==> config.mk <==
export PLATFORM = sky130hd
export DESIGN_NAME = regfile_write_arbiter
export DESIGN_NICKNAME = d
export VERILOG_FILES = /design/src/rtl/regfile_write_arbiter.sv
export SDC_FILE = /design/constraint.sdc
export NUM_CORES = 1
export LEC_CHECK = 0
export CORE_ASPECT_RATIO = 0.9
export CORE_MARGIN = 10
export CORE_UTILIZATION = 40
export DETAILED_ROUTE_END_ITERATION = 6
export PLACE_DENSITY = 0.59
export SLEW_MARGIN = 20
export SYNTH_ARGS = -nofsm -noshare
export SYNTH_HDL_FRONTEND = slang
export SYNTH_SLANG_ARGS = --single-unit
==> constraint.sdc <==
create_clock -name clk -period 4.3 [get_ports clk]
set_input_delay 0.645 -clock clk [delete_from_list [all_inputs] [get_ports clk]]
set_output_delay 0.645 -clock clk [all_outputs]
set_load 0.02 [all_outputs]
==> src/rtl/regfile_write_arbiter.sv <==
// Register-file write-port arbiter: LDR vs ALU writeback, in-order pending FIFO,
// two-port forwarding from queued writes and a hysteretic front-end stall.
module regfile_write_arbiter #(
    parameter int unsigned DEPTH = 4,
    parameter int unsigned AW    = 4,
    parameter int unsigned DW    = 32
) (
    input  logic                         clk,
    input  logic                         rst_n,
    input  logic                         ldr_wr_valid,
    input  logic [AW-1:0]                ldr_wr_addr,
    input  logic [DW-1:0]                ldr_wr_data,
    input  logic                         alu_wr_valid,
    input  logic [AW-1:0]                alu_wr_addr,
    input  logic [DW-1:0]                alu_wr_data,
    input  logic [AW-1:0]                fwd_addr_a,
    input  logic [AW-1:0]                fwd_addr_b,
    output logic                         w_en,
    output logic [AW-1:0]                w_addr,
    output logic [DW-1:0]                w_data,
    output logic                         fwd_hit_a,
    output logic [DW-1:0]                fwd_data_a,
    output logic                         fwd_hit_b,
    output logic [DW-1:0]                fwd_data_b,
    output logic                         sel_stall,
    output logic [$clog2(DEPTH+1)-1:0]   pending_cnt,
    output logic                         overflow_err
);

    localparam int unsigned PW = $clog2(DEPTH);
    localparam int unsigned CW = $clog2(DEPTH + 1);

    typedef enum logic [1:0] {ST_EMPTY, ST_PEND, ST_STALL} state_t;

    // Pointer add modulo DEPTH; n never exceeds DEPTH-1 so one correction suffices.
    function automatic logic [PW-1:0] wrap_add(input logic [PW-1:0] p, input logic [PW:0] n);
        logic [PW:0] s;
        s = {1'b0, p} + n;
        if (s >= (PW+1)'(DEPTH)) s = s - (PW+1)'(DEPTH);
        return s[PW-1:0];
    endfunction

    logic [AW-1:0] fifo_addr [DEPTH];
    logic [DW-1:0] fifo_data [DEPTH];
    logic [PW-1:0] head, tail;
    logic [CW-1:0] count;
    state_t        state;

    logic          pop_c, full_c, push_ldr_c, push_alu_c, drop_c;
    logic [CW-1:0] count_next_c;
    logic [PW-1:0] tail_alu_c, tail_next_c;
    logic          sel_valid_c;
    logic [AW-1:0] sel_addr_c;
    logic [DW-1:0] sel_data_c;
    state_t        state_next_c;

    assign pending_cnt = count;

    // Port selection, FIFO push/pop decisions and next occupancy.
    always_comb begin
        pop_c        = (count != '0);
        full_c       = (count == CW'(DEPTH));
        push_ldr_c   = ldr_wr_valid && pop_c && !full_c;
        push_alu_c   = alu_wr_valid && (pop_c || ldr_wr_valid) && !full_c;
        drop_c       = full_c && (ldr_wr_valid || alu_wr_valid);
        count_next_c = count - CW'(pop_c) + CW'(push_ldr_c) + CW'(push_alu_c);
        tail_alu_c   = push_ldr_c ? wrap_add(tail, (PW+1)'(1)) : tail;
        tail_next_c  = wrap_add(tail, (PW+1)'(push_ldr_c) + (PW+1)'(push_alu_c));
        sel_valid_c  = 1'b0;
        sel_addr_c   = '0;
        sel_data_c   = '0;
        if (pop_c) begin
            sel_valid_c = 1'b1;
            sel_addr_c  = fifo_addr[head];
            sel_data_c  = fifo_data[head];
        end else if (ldr_wr_valid) begin
            sel_valid_c = 1'b1;
            sel_addr_c  = ldr_wr_addr;
            sel_data_c  = ldr_wr_data;
        end else if (alu_wr_valid) begin
            sel_valid_c = 1'b1;
            sel_addr_c  = alu_wr_addr;
            sel_data_c  = alu_wr_data;
        end
    end

    // Occupancy FSM with hysteresis on leaving STALL.
    always_comb begin
        state_next_c = state;
        if (count_next_c == '0) begin
            state_next_c = ST_EMPTY;
        end else begin
            case (state)
                ST_EMPTY, ST_PEND:
                    state_next_c = (count_next_c >= CW'(DEPTH - 1)) ? ST_STALL : ST_PEND;
                ST_STALL:
                    if (count_next_c <= CW'(DEPTH - 3)) state_next_c = ST_PEND;
                default:
                    state_next_c = ST_EMPTY;
            endcase
        end
    end

    // Forwarding: walk oldest to youngest so the youngest matching entry wins.
    always_comb begin
        logic [PW-1:0] idx;
        idx        = '0;
        fwd_hit_a  = 1'b0;
        fwd_data_a = '0;
        fwd_hit_b  = 1'b0;
        fwd_data_b = '0;
        for (int unsigned k = 0; k < DEPTH; k++) begin
            idx = wrap_add(head, (PW+1)'(k));
            if (CW'(k) < count) begin
                if (fifo_addr[idx] == fwd_addr_a) begin
                    fwd_hit_a  = 1'b1;
                    fwd_data_a = fifo_data[idx];
                end
                if (fifo_addr[idx] == fwd_addr_b) begin
                    fwd_hit_b  = 1'b1;
                    fwd_data_b = fifo_data[idx];
                end
            end
        end
    end

    // FIFO storage; entries are qualified by count so they need no reset.
    always_ff @(posedge clk) begin
        if (push_ldr_c) begin
            fifo_addr[tail] <= ldr_wr_addr;
            fifo_data[tail] <= ldr_wr_data;
        end
        if (push_alu_c) begin
            fifo_addr[tail_alu_c] <= alu_wr_addr;
            fifo_data[tail_alu_c] <= alu_wr_data;
        end
    end

    // Control state, write port and status registers.
    always_ff @(posedge clk or negedge rst_n) begin
        if (!rst_n) begin
            state        <= ST_EMPTY;
            sel_stall    <= 1'b0;
            count        <= '0;
            head         <= '0;
            tail         <= '0;
            w_en         <= 1'b0;
            w_addr       <= '0;
            w_data       <= '0;
            overflow_err <= 1'b0;
        end else begin
            state     <= state_next_c;
            sel_stall <= (state_next_c == ST_STALL);
            count     <= count_next_c;
            tail      <= tail_next_c;
            if (pop_c) head <= wrap_add(head, (PW+1)'(1));
            w_en <= sel_valid_c;
            if (sel_valid_c) begin
                w_addr <= sel_addr_c;
                w_data <= sel_data_c;
            end
            if (drop_c) overflow_err <= 1'b1;
        end
    end

endmodule
# After elaboration in Yosys (flattened, before gate mapping)
# Memory sizes are Yosys's and may differ from the RTL's.
# Index checks and enable logic that the tools add are counted.
# totals
out_inout_bits,108
mem_bits_rw,144
inputBits,84
register_bits,48
elab_cells,118
n_memories,2
# mem_list
name,depth,word_bits,read_ports,rd_clocked_by_memory_dff,write_ports,line_no,source
fifo_data,4,32,5,0,2,44,logic [DW-1:0] fifo_data [DEPTH];
fifo_addr,4,4,5,0,2,43,logic [AW-1:0] fifo_addr [DEPTH];
# op_classes
reduce_logical,12
addsub,15
eq_ne,12
order_cmp,12
mux,56
# ops
op,n
32-bit 2-to-1 mux,19
4-bit equality test,8
1-bit 2-to-1 mux,23
2-bit 2-to-1 mux,10
3-bit greater-or-equal comparator (second input constant),5
4-bit 2-to-1 mux,3
2-bit by 1-bit subtractor with 2-bit output (second input constant),6
2-bit by 1-bit adder with 3-bit output (second input constant),2
2-bit by 2-bit adder with 3-bit output (second input constant),2
3-bit by 1-bit adder with 3-bit output,2
1-bit by 3-bit < comparator with 1-bit output (first input constant),2
2-bit by 3-bit < comparator with 1-bit output (first input constant),2
1-bit logical AND,5
2-bit equality test (second input constant),2
2-bit one-hot mux with 2 select lines,1
2-bit by 2-bit adder with 3-bit output,1
3-bit equality test (second input constant),1
2-bit by 3-bit greater-or-equal comparator with 1-bit output (second input constant),1
3-bit by 2-bit greater-or-equal comparator with 1-bit output (second input constant),1
3-bit by 1-bit <= comparator with 1-bit output (second input constant),1
3-bit zero test,1
3-bit nonzero test,1
3-bit by 1-bit subtractor with 3-bit output,1
1-bit by 1-bit adder with 2-bit output,1
other kinds (5),6

# Longest topological paths before layout
# Gate-level depths: netlist of run 1.
# An unclocked memory read counts as a cell.
# logic_depth
depth_word,12
depth_mapped,12
ltp_nobuf,9

# Worst setup path before layout of run 1
# No wires, ideal clock.
# synth_path
path_type,reg-to-reg
startpoint,register count[1] (netlist: pending_cnt[1])
endpoint,memory fifo_addr[2][0] (enable)
stages_incl_launch_ff,8
setup_ps,392
required_time_ps,3908
synth_period_minus_slack_ps,3314
path_slack_ps,986
arrival_time_ps,2922
cell_sequence,dfrtp_1 nor2_1 nor2b_1 clkbuf_1 ha_1 nor3_2 buf_2 a21o_1
# synth_lines
element,line_no,source
start: declaration,46,logic [CW-1:0] count;
start signal: assignment,154,count <= count_next_c;
end: declaration,43,

# Final worst setup path of run 1
# layout_path
startpoint,register head[0]
endpoint,output fwd_data_b[0]
# layout_between
elab_chain_cells,12
# layout_rtl
element,line_no,source
start: declaration,45,"logic [PW-1:0] head, tail;"
start signal: assignment,156,"if (pop_c) head <= wrap_add(head, (PW+1)'(1));"
"parallel branches: the longest is 11 deep, another holds memory read 4 x 4 bit",-,
32-bit 2-to-1 mux *,114,if (CW'(k) < count) begin
end: declaration,24,"output logic [DW-1:0] fwd_data_b,"
# Mark *: on every way between the ends.

==> metrics.txt, run 1 <==
outcome complete, no violations; final-report setup violation count 0; iteration count of the initial detailed-routing pass 5; Buffers on Ports 191; clock sink total 192; Fillers about 3.2k; area used by multi-input combinational logic 7890 sq um; vias per std cell 6.03; worst hold path type in -> async; M1 wire length 20800 um; Top Ports 192; placed instance count between 1.5k and 2k; maximum fanout along the worst path 26; final critical-path share of the clock period 98.2%; routed wirelength normalized by instance count 23.4 um; register area share after synthesis 39.8%; overall fraction of global-route tracks in use a little over a fifth; most numerous cell on the critical path sky130_fd_sc_hd__buf_4; max frequency 237 MHz; clock-pin slew of the registers on the worst-case setup and hold paths 0.08 ns; Placer Congestion 0.857; height of the die just under 200 um; sum of net half-perimeters after detailed placement 32100 um; Initial Util 40.7%; aggregate routed wire length 47600 um; count of flip-flops with a built-in enable after synthesis 144; clock tree root driver cell sky130_fd_sc_hd__clkbuf_16; clock latency reported for the late side of the worst-skew pair about 0.46 ns; worst ir drop on vdd slightly below 500 uV; endpoint class of the critical path output port; per-instance average area after synthesis between 9 and 10 sq um; Cell Chain, Critical Path buf_6, mux4_2, xnor2_1, and4_2, buf_4, a221oi_1, o22ai_1, buf_4, clkdlybuf4s50_1; critical path arrival between 3 and 4 ns; clock tree from TritonCTS yes; most frequently used flop master after synthesis sky130_fd_sc_hd__edfxtp_1; maximum number of pins on one net before global-route repair 132; number of antenna violations at the first check in global routing 0; Maximum Capacitance Violations 0; met3 layer wire length in the routed design ~3500 um; classification of the worst setup path reg -> out; total via count in the routed design 12.3k; core footprint 34100 sq um; final standard cell utilization of the core about half; ratio of cells with drive above 1 in the final layout 21.2%; worst clock skew on the final layout 0.0123 ns; required time at the worst-slack endpoint around 3.7 ns; total power divided by cell area ~910 nW/um^2; highest metal layer used by the detailed router met4; grt total ovfl 0; number of unique standard cell types used by synthesis 38; tightest slew margin relative to the limit 39.1%; transition time at the pin with the least slew margin 0.905 ns; async set-reset flop share out of synthesis 25.0%; drt first-iter violations 1016; clock buffers created by TritonCTS 17; row cnt 64; total of warnings raised by yosys 0; Pins Over Slew Limit 0; DR DRC count 0; remaining antenna violation count 0; sequential cell area 5530 sq um; met2 wire length between 20000 and 25000 um; vias in the first global route 12.1k; first-pass GRT wire length 72400 um; non-filler instance count after layout 2033; max incr delay on CP 0.61 ns; net total in the final layout around 1.7k; area delta synth->final 23.6%; synthesized instance count 1399; setup slack, reg-to-reg 1.20 ns; die outline area 42600 sq um; hold violation count in the final report 0; Net Count, Synth 1492; unrepaired setup endpoints after global routing yes; number of cells on the worst reg-to-reg path 8; Post-Synthesis Cell Area around 14000 sq um; H-Tree Depth 4; n_diodes 0; Horiz. Die Dim 216 um; worst-path cell with the longest stage delay sky130_fd_sc_hd__clkdlybuf4s50_1; Clock Tree Buf Depth 2; crit start category flop; leakage power of the design 6.59 nW; register bit total from synthesis 192; final period demand of the worst path 4.22 ns
-- cell usage after synthesis, types with 2 or more instances --
library cell / instances / area share (%)
sky130_fd_sc_hd__mux2_2: 178 / 14
sky130_fd_sc_hd__edfxtp_1: 144 / 31
sky130_fd_sc_hd__a21oi_1: 135 / 4.9
sky130_fd_sc_hd__o21ai_0: 132 / 4.8
sky130_fd_sc_hd__mux2i_1: 113 / 8.1
sky130_fd_sc_hd__clkbuf_1: 88 / 2.4
sky130_fd_sc_hd__nor2_1: 85 / 2.3
sky130_fd_sc_hd__nand2_1: 77 / 2.1
sky130_fd_sc_hd__nor3_1: 69 / 2.5
sky130_fd_sc_hd__o22ai_1: 64 / 2.9
sky130_fd_sc_hd__a221oi_1: 54 / 3.4
sky130_fd_sc_hd__dfrtp_1: 48 / 8.6
sky130_fd_sc_hd__nor2b_1: 35 / 1.6
sky130_fd_sc_hd__and2_1: 32 / 1.4
sky130_fd_sc_hd__buf_2: 32 / 1.2
sky130_fd_sc_hd__xnor2_1: 18 / 1.1
sky130_fd_sc_hd__xor2_1: 17 / 1.1
sky130_fd_sc_hd__mux4_2: 11 / 1.8
sky130_fd_sc_hd__a221oi_2: 10 / 1.1
sky130_fd_sc_hd__ha_1: 8 / 0.72
sky130_fd_sc_hd__inv_1: 8 / 0.22
sky130_fd_sc_hd__buf_1: 7 / 0.19
sky130_fd_sc_hd__nand4_1: 6 / 0.27
sky130_fd_sc_hd__nor3b_1: 5 / 0.27
sky130_fd_sc_hd__a21o_1: 4 / 0.22
sky130_fd_sc_hd__a2111oi_4: 2 / 0.40
sky130_fd_sc_hd__and3b_1: 2 / 0.13
sky130_fd_sc_hd__and4_1: 2 / 0.13
sky130_fd_sc_hd__nor3_2: 2 / 0.14
sky130_fd_sc_hd__o211ai_1: 2 / 0.11
sky130_fd_sc_hd__o21a_1: 2 / 0.11
-- logic make-up (layout without fill, tap and decap cells) --
logic type                 Yosys count  count (layout)  synth area share (%)
AOI/OAI and AO/OA                  408             408                  18.0
xor gates and xnor gates            35              35                  2.21
adders and majority gates            9               9                 0.864
buffers and inverters              136             308                  3.99
DFF                                192             192                  39.8
muxes                              302             302                  24.3
and+or+nand+nor                    317             317                  10.9
-- final cells by class --
cell class                 count  share of cell area [%]
clock buffer                  19                    2.52
clock inverter                13                   0.815
inverter                       8                   0.189
multi-input combinational   1071                    45.9
sequential                   192                    32.2
tap                          462                    3.36
timing repair buffer         268                    15.0
-- state kept, by name (all words and copies together), names as in the netlist --
name,flops
w_en,1
overflow_err,1
pending_cnt,3
state,2
head,2
fifo_addr,16
w_addr,4
w_data,32
sel_stall,1
tail,2
fifo_data,128
-- metal layers --
layer	vias up	track usage [%]
met5	-	0
met4	0	6.62
met3	53	4.00
met2	519	35.7
met1	6049	28.9
li1	5644	-
-- critical path: cells and delay by family (launching register included) --
family,cells,cell delay [ns]
AND/OR/NAND/NOR,1,0.31
multiplexers,1,0.57
XOR/XNOR,1,0.22
buffers and inverters,4,1.24
flip-flops,1,0.52
AO/OA/AOI/OAI,2,0.24
-- metrics by stage --
step	setup slack, ns	total power, mW	hold WS [ns]	TNS [ns]	cell area (sq um)
floorplan	0.986	10.1	0.349	0	13900
global placement	0.0847	14.0	0.466	0	16500
detailed placement	0.0845	14.2	0.471	0	16500
CTS	-0.00189	15.5	0.191	-0.00189	17100
global route	-0.0434	16.6	0.207	-0.0491	17200
finish	0.0790	15.6	0.173	0	17200
-- what timing repair did --
action,4_1_cts,5_1_grt
gates resized for setup,63,12
pin swaps,1,2
setup buffers,7,7
endpoints found under the setup margin,65,22
hold buffers,0,0
-- power by group --
group,leakage [nW],switching (mW),internal (mW),total (mW)
registers,1.89,0.410,3.03,3.44
logic,4.42,6.35,4.16,10.5
clock network,0.271,0.774,0.858,1.63
total,6.59,7.54,8.05,15.6
-- path summary, 6_finish.rpt --
| kind | start | end |
|---|---|---|
| worst max-delay path | head[0] | fwd_data_b[0] |
| worst min-delay path | rst_n | w_data[19] |
| worst max register to register | pending_cnt[1] | fifo_addr[1][0] |
| worst min register to register | overflow_err | overflow_err |
| max in group asynchronous | rst_n | head[0] |
| min in group clk | overflow_err | overflow_err |
-- cell usage in the layout (no fill, tap or decap), drive strengths merged, types with 3 or more instances in the layout --
| cell | instances |
|---|---|
| clkbuf | 20 |
| nor2 | 85 |
| edfxtp | 144 |
| inv | 9 |
| buf | 81 |
| clkdlybuf4s50 | 123 |
| a221oi | 64 |
| o22ai | 64 |
| a21o | 4 |
| ha | 8 |
| xor2 | 17 |
| a21oi | 135 |
| mux4 | 11 |
| mux2i | 113 |
| nand2 | 77 |
| clkinv | 7 |
| clkinvlp | 3 |
| o21ai | 132 |
| mux2 | 178 |
| and2 | 32 |
| nor3 | 71 |
| dlygate4sd2 | 59 |
| dfrtp | 48 |
| nor2b | 35 |
| xnor2 | 18 |
| nor3b | 5 |
| nand4 | 6 |
(Power assumes the default switching activity.)
==> run 2: changes to the inputs <==
--- a/config.mk
+++ b/config.mk
@@ -6,7 +6,7 @@
 export NUM_CORES = 1
 export LEC_CHECK = 0
 export CORE_ASPECT_RATIO = 0.9
-export CORE_MARGIN = 10
+export CORE_MARGIN = 2
 export CORE_UTILIZATION = 40
 export DETAILED_ROUTE_END_ITERATION = 6
 export PLACE_DENSITY = 0.59
==> constraint.sdc (replaced) <==
create_clock -name clk -period 5.1 [get_ports clk]
set_input_delay 0.765 -clock clk [delete_from_list [all_inputs] [get_ports clk]]
set_output_delay 0.765 -clock clk [all_outputs]
set_load 0.02 [all_outputs]
==> run 2 against run 1 <==
  * Global-route usage rose by 3.4 points
  * Non-clock buffer count fell by 40
  * Clock skew rose by 0.0071 ns
  * Largest power group unchanged
  * Design area fell by 1.8%
  * Critical path type unchanged
  * Utilization fell by 0.93 points
==> metrics.txt, run 2 (same netlist as run 1, synthesis figures left out) <==
outcome complete, no violations; tightest slew margin relative to the limit 37.4% (-1.7 points); Post-Place Worst Slack 0.144 ns (+0.0596 ns); first-pass GRT wire length 70700 um (-2.3%); biggest regs fifo_data (128), w_data (32), fifo_addr (16); area post-placement 16300 sq um (-1.7%); number of cells on the worst reg-to-reg path 7 (-1); area delta synth->final 21.4%; final-report setup violation count 0 (unchanged); maximum number of pins on one net before global-route repair 162 (+23%); clock tree root driver cell sky130_fd_sc_hd__clkbuf_16; Clock Tree Buf Depth 2 (unchanged); crit start category flop; reg2reg start pending_cnt[1]; grt total ovfl 0 (unchanged); sum of net half-perimeters after detailed placement 29200 um (-8.8%); clock-pin slew of the registers on the worst-case setup and hold paths 0.08 ns (about the same); commonest non-fill, non-tap cell in the layout sky130_fd_sc_hd__clkdlybuf4s50_1; Placer Congestion 0.850 (-0.79%); Pins Over Slew Limit 0 (unchanged); Biggest register fifo_data; Top Ports 192 (unchanged); worst hold path type in -> async; overall fraction of global-route tracks in use 25.2% (+3.4 points); die outline area 36300 sq um (-15%); iteration count of the initial detailed-routing pass 7 (+2); aggregate routed wire length 45800 um (-3.9%); final period demand of the worst path 4.89 ns; Final Cell Area 16900 sq um (-1.8%); most used cells in the layout excluding fill and tap cells sky130_fd_sc_hd__clkdlybuf4s50_1 (188), sky130_fd_sc_hd__mux2_2 (178), sky130_fd_sc_hd__edfxtp_1 (144); classification of the worst setup path reg -> out; switching power total 6.26 mW (-17%); drt first-iter violations 1002 (-1.4%); height of the die 181 um (-8.1%); sw frac 47.6% (-0.80 points); endpoint class of the critical path output port; critical path arrival 4.12 ns (+0.54 ns); clock sink total 192 (unchanged); worst setup path startpoint head[0]; final standard cell utilization of the core 49.5% (-0.93 points); DR DRC count 0 (unchanged); Maximum Capacitance Violations 0 (unchanged); non-filler instance count after layout 1994 (-1.9%); setup slack after layout 0.211 ns (+0.132 ns); sequential cell fraction of total power 22.5% (+0.4 points); max frequency ~200 MHz; placed instance count 1960 (-1.4%); core footprint 34100 sq um (unchanged); Buffers on Ports 191 (unchanged); leakage power of the design 6.08 nW (-7.7%); ratio of cells with drive above 1 in the final layout 18.6% (-2.6 points); transition time at the pin with the least slew margin 0.939 ns (+0.0333 ns); total via count in the routed design 12.0k (-2.2%); proportion of power drawn by combinational gates 67.2% (-0.3 points); clock buffers created by TritonCTS 17 (unchanged); remaining antenna violation count 0 (unchanged); net total in the final layout 1611 (-2.4%); number of antenna violations at the first check in global routing 2 (+2); Largest register FFs 128 (unchanged); clock latency reported for the late side of the worst-skew pair 0.44 ns (-0.02 ns); unrepaired setup endpoints after global routing no; Fin Setup TNS 0 ns (unchanged); row cnt 64 (unchanged); required time at the worst-slack endpoint 4.34 ns (+0.69 ns); vias per std cell 6.02 (-0.26%); Fillers 3204 (-0.65%); final worst hold slack 0.379 ns (+0.206 ns); proportion of power drawn by the clock network 10.4% (about the same); clock tree from TritonCTS yes; maximum fanout along the worst path 33 (+27%); vias in the first global route 11.9k (-1.5%); Internal Dissipation 6.90 mW (-14%); H-Tree Depth 4 (unchanged); worst clock skew on the final layout 0.0194 ns (+0.00707 ns); final critical-path share of the clock period 95.9%; sum of internal, switching and leakage power 13.2 mW (-16%); hold violation count in the final report 0 (unchanged); Initial Util 40.7% (unchanged); Horiz. Die Dim 200 um (-7.4%); total power divided by cell area 780 nW/um^2 (-14%); routed wirelength normalized by instance count 23.0 um (-2.0%); worst ir drop on vdd 404 uV (-17%)
## run 2: final timing paths
check	slack, ns	end
max	0.21	fwd_data_a[19]
min	0.38	w_data[16]
max reg2reg	1.57	fifo_data[0][16]
min reg2reg	0.49	overflow_err
max in group asynchronous	3.76	head[1]
min in group clk	0.49	overflow_err
## run 2: power by group through the flow
stage / registers, mW / logic (mW) / clock network [mW]
floorplan: 3.04 / 5.50 / 0
global placement: 2.96 / 8.65 / 0
finish: 2.96 / 8.84 / 1.36
CTS: 2.96 / 8.81 / 1.38
global route: 3.05 / 9.51 / 1.45
detailed placement: 2.98 / 8.74 / 0
## run 2: layer usage
| metal | up-vias | track usage, % | share of wire, % |
|---|---|---|---|
| li1 | 5553 | - | - |
| met1 | 5875 | 33.9 | 44 |
| met5 | - | 0 | 0.024 |
| met2 | 488 | 41.7 | 47 |
| met3 | 81 | 3.91 | 6.5 |
| met4 | 2 | 8.06 | 2.7 |
## run 2: repair_timing
item | in CTS | in global routing
resized for setup | 3 | 4
endpoints found under the setup margin | 20 | 15
setup buffers | 1 | 0
pin swaps | 1 | 0
hold buffers | 0 | 0
gates cloned | 0 | 0
## run 2: area by class of cell
type	instances	area (sq um)	area share (%)
multi-input cells	1071	7870	46.6
inverters	8	32.5	0.193
diodes	1	2.50	0.0148
clock buffers	20	437	2.59
repair buffers	228	2280	13.5
well taps	462	578	3.43
flip-flops and latches	192	5530	32.8
clock inverters	12	138	0.816
## run 2: critical path, stage by stage (launching register included)
cell	delay, ns
sky130_fd_sc_hd__dfrtp_4	0.62
sky130_fd_sc_hd__mux4_2	0.60
sky130_fd_sc_hd__xor2_1	0.20
sky130_fd_sc_hd__a2111oi_4	0.48
sky130_fd_sc_hd__buf_4	0.55
sky130_fd_sc_hd__a221oi_1	0.19
sky130_fd_sc_hd__o22ai_1	0.34
sky130_fd_sc_hd__clkdlybuf4s50_1	0.68
==> run 3: changes to the inputs <==
--- a/config.mk
+++ b/config.mk
@@ -5,11 +5,13 @@
 export SDC_FILE = /design/constraint.sdc
 export NUM_CORES = 1
 export LEC_CHECK = 0
+export CELL_PAD_IN_SITES_DETAIL_PLACEMENT = 1
+export CELL_PAD_IN_SITES_GLOBAL_PLACEMENT = 1
 export CORE_ASPECT_RATIO = 0.9
 export CORE_MARGIN = 2
 export CORE_UTILIZATION = 40
 export DETAILED_ROUTE_END_ITERATION = 6
-export PLACE_DENSITY = 0.59
+export PLACE_DENSITY = 0.74
 export SLEW_MARGIN = 20
 export SYNTH_ARGS = -nofsm -noshare
 export SYNTH_HDL_FRONTEND = slang
==> run 3 against run 2 <==
  * Combinational power increased by 0.6%
  * Sequential power increased by 2%
  * Sequential share of layout area increased by 0.066 points
  * Clock power increased by 3%
  * Via count increased by 1.8%
  * Power increased by 1.1%
  * Flip-flop and latch count unchanged
  * Utilization decreased by 0.099 points
  * First-iteration DRC count decreased by 3.6%
  * Die area unchanged
  * Non-clock buffer count decreased by 1
  * Worst hold slack improved by 0.11 ns
  * Critical path type unchanged
  * Critical endpoint is now fwd_data_a[0]
  * Largest cell class unchanged
  * Highest routed layer is now met4
==> metrics.txt, run 3 (same netlist as run 1, synthesis figures left out) <==
area delta synth->final 21.1%; clock tree root driver cell sky130_fd_sc_hd__clkbuf_16; Horiz. Die Dim 200 um (unchanged); net total in the final layout 1610 (-0.062%); required time at the worst-slack endpoint 4.34 ns (about the same); commonest non-fill, non-tap cell in the layout sky130_fd_sc_hd__clkdlybuf4s50_1; max frequency 207 MHz (+1.4%); leakage power of the design 6.05 nW (-0.43%); setup slack after layout 0.277 ns (+0.0665 ns); final-report setup violation count 0 (unchanged); grt total ovfl 0 (unchanged); final standard cell utilization of the core 49.4% (-0.099 points); Largest register FFs 128 (unchanged); Pins Over Slew Limit 0 (unchanged); clock buffers created by TritonCTS 17 (unchanged); clock latency reported for the late side of the worst-skew pair 0.46 ns (+0.02 ns); Post-CTS Setup Bufs 0 (-1); clock tree from TritonCTS yes; area post-placement 16200 sq um (-0.11%); clock sink total 192 (unchanged); Clock Tree Buf Depth 2 (unchanged); Initial Util 40.7% (unchanged); Buffers on Ports 191 (unchanged); non-filler instance count after layout 1993 (-0.050%); die outline area 36300 sq um (unchanged); most used cells in the layout excluding fill and tap cells sky130_fd_sc_hd__clkdlybuf4s50_1 (188), sky130_fd_sc_hd__mux2_2 (178), sky130_fd_sc_hd__edfxtp_1 (144); aggregate routed wire length 49000 um (+7.0%); vias per std cell 6.13 (+1.8%); DR DRC count 0 (unchanged); crit start category flop; maximum number of pins on one net before global-route repair 147 (-9.3%); Fin Setup TNS 0 ns (unchanged); clock-pin slew of the registers on the worst-case setup and hold paths 0.07 ns (about the same); worst-path cell with the longest stage delay sky130_fd_sc_hd__dfrtp_4; overall fraction of global-route tracks in use 26.9% (+1.7 points); final period demand of the worst path 4.82 ns (-0.0665 ns); remaining antenna violation count 0 (unchanged); Largest delay share family, worst path buffers and inverters; first-pass GRT wire length 75700 um (+7.1%); total via count in the routed design 12.2k (+1.8%); Maximum Capacitance Violations 0 (unchanged); classification of the worst setup path reg -> out; sum of net half-perimeters after detailed placement 31500 um (+7.8%); core footprint 34100 sq um (unchanged); Biggest register fifo_data; height of the die 181 um (unchanged); ratio of cells with drive above 1 in the final layout 18.6% (about the same); Top Ports 192 (unchanged); outcome complete, no violations; unrepaired setup endpoints after global routing no; endpoint class of the critical path output port; critical path arrival 4.06 ns (-0.06 ns); maximum fanout along the worst path 32 (-3.0%); Final Cell Area 16800 sq um (-0.20%); placed instance count 1960 (unchanged); final critical-path share of the clock period 94.6% (-1.3 points); drt first-iter violations 966 (-3.6%); H-Tree Depth 4 (unchanged); vias in the first global route 12.7k (+6.4%); hold violation count in the final report 0 (unchanged); iteration count of the initial detailed-routing pass 5 (-2); transition time at the pin with the least slew margin 1.06 ns (+0.118 ns); number of antenna violations at the first check in global routing 1 (-1); biggest regs fifo_data (128), w_data (32), fifo_addr (16); Buf/Inv on CP 2 (unchanged); worst ir drop on vdd 466 uV (+15%); Post-Place Worst Slack 0.516 ns (+0.372 ns); routed wirelength normalized by instance count 24.6 um (+7.1%); Cell Chain, Critical Path mux4_2, xnor2_1, nand4_1, nor3_4, buf_4, a221oi_1, o22ai_1, clkdlybuf4s50_1; row cnt 64 (unchanged); Placer Congestion 0.795 (-6.4%); worst hold path type reg -> reg; max incr delay on CP 0.70 ns (+0.02 ns); tightest slew margin relative to the limit 29.5% (-7.9 points); worst clock skew on the final layout 0.0142 ns (-0.00520 ns); total power divided by cell area 790 nW/um^2 (+1.3%)
==> run 3: area by class of cell <==
cell class / instances / area, sq um
fill: 3796 / 17300
multi-input combinational: 1071 / 7860
sequential: 192 / 5530
timing repair buffer: 227 / 2240
tap: 462 / 578
clock buffer: 23 / 478
clock inverter: 9 / 109
inverter: 8 / 32.5
antenna: 1 / 2.50
==> run 3: per-stage QoR <==
| stage | hold WS (ns) | total power, mW |
|---|---|---|
| 2_1_floorplan | 0.469 | 8.54 |
| 3_3_place_gp | 0.476 | 11.6 |
| 3_5_place_dp | 0.474 | 11.8 |
| 4_1_cts | 0.494 | 13.3 |
| 5_1_grt | 0.504 | 14.1 |
| 6_report | 0.485 | 13.3 |
==> run 3: final timing paths <==
path / slack, ns / from / cells past startpoint / endpoint
min reg2reg: 0.48 / overflow_err / 1 / overflow_err
max reg2reg: 1.73 / pending_cnt[1] / 7 / fifo_addr[1][2]
min: 0.48 / overflow_err / 1 / overflow_err
min in group asynchronous: 0.49 / rst_n / 2 / w_data[19]
max in group asynchronous: 3.99 / rst_n / 2 / head[0]
max: 0.28 / head[0] / 8 / fwd_data_a[0]
==> run 3: power breakdown <==
group / internal, mW / switching [mW]
sequential: 2.56 / 0.451
clock: 0.762 / 0.638
combinational: 3.59 / 5.31
total: 6.91 / 6.40
==> run 3: what timing repair did <==
item	4_1_cts	5_1_grt
resized for setup	0	1
hold buffers	0	0
setup endpoints to repair	0	7
==> run 3: metal layers <==
layer	GRT usage (%)	part of all wire, %	up-vias
met5	0	0	-
met3	3.84	5.4	57
met1	36.7	45	6160
met4	8.03	1.8	0
li1	-	-	5555
met2	44.5	48	438
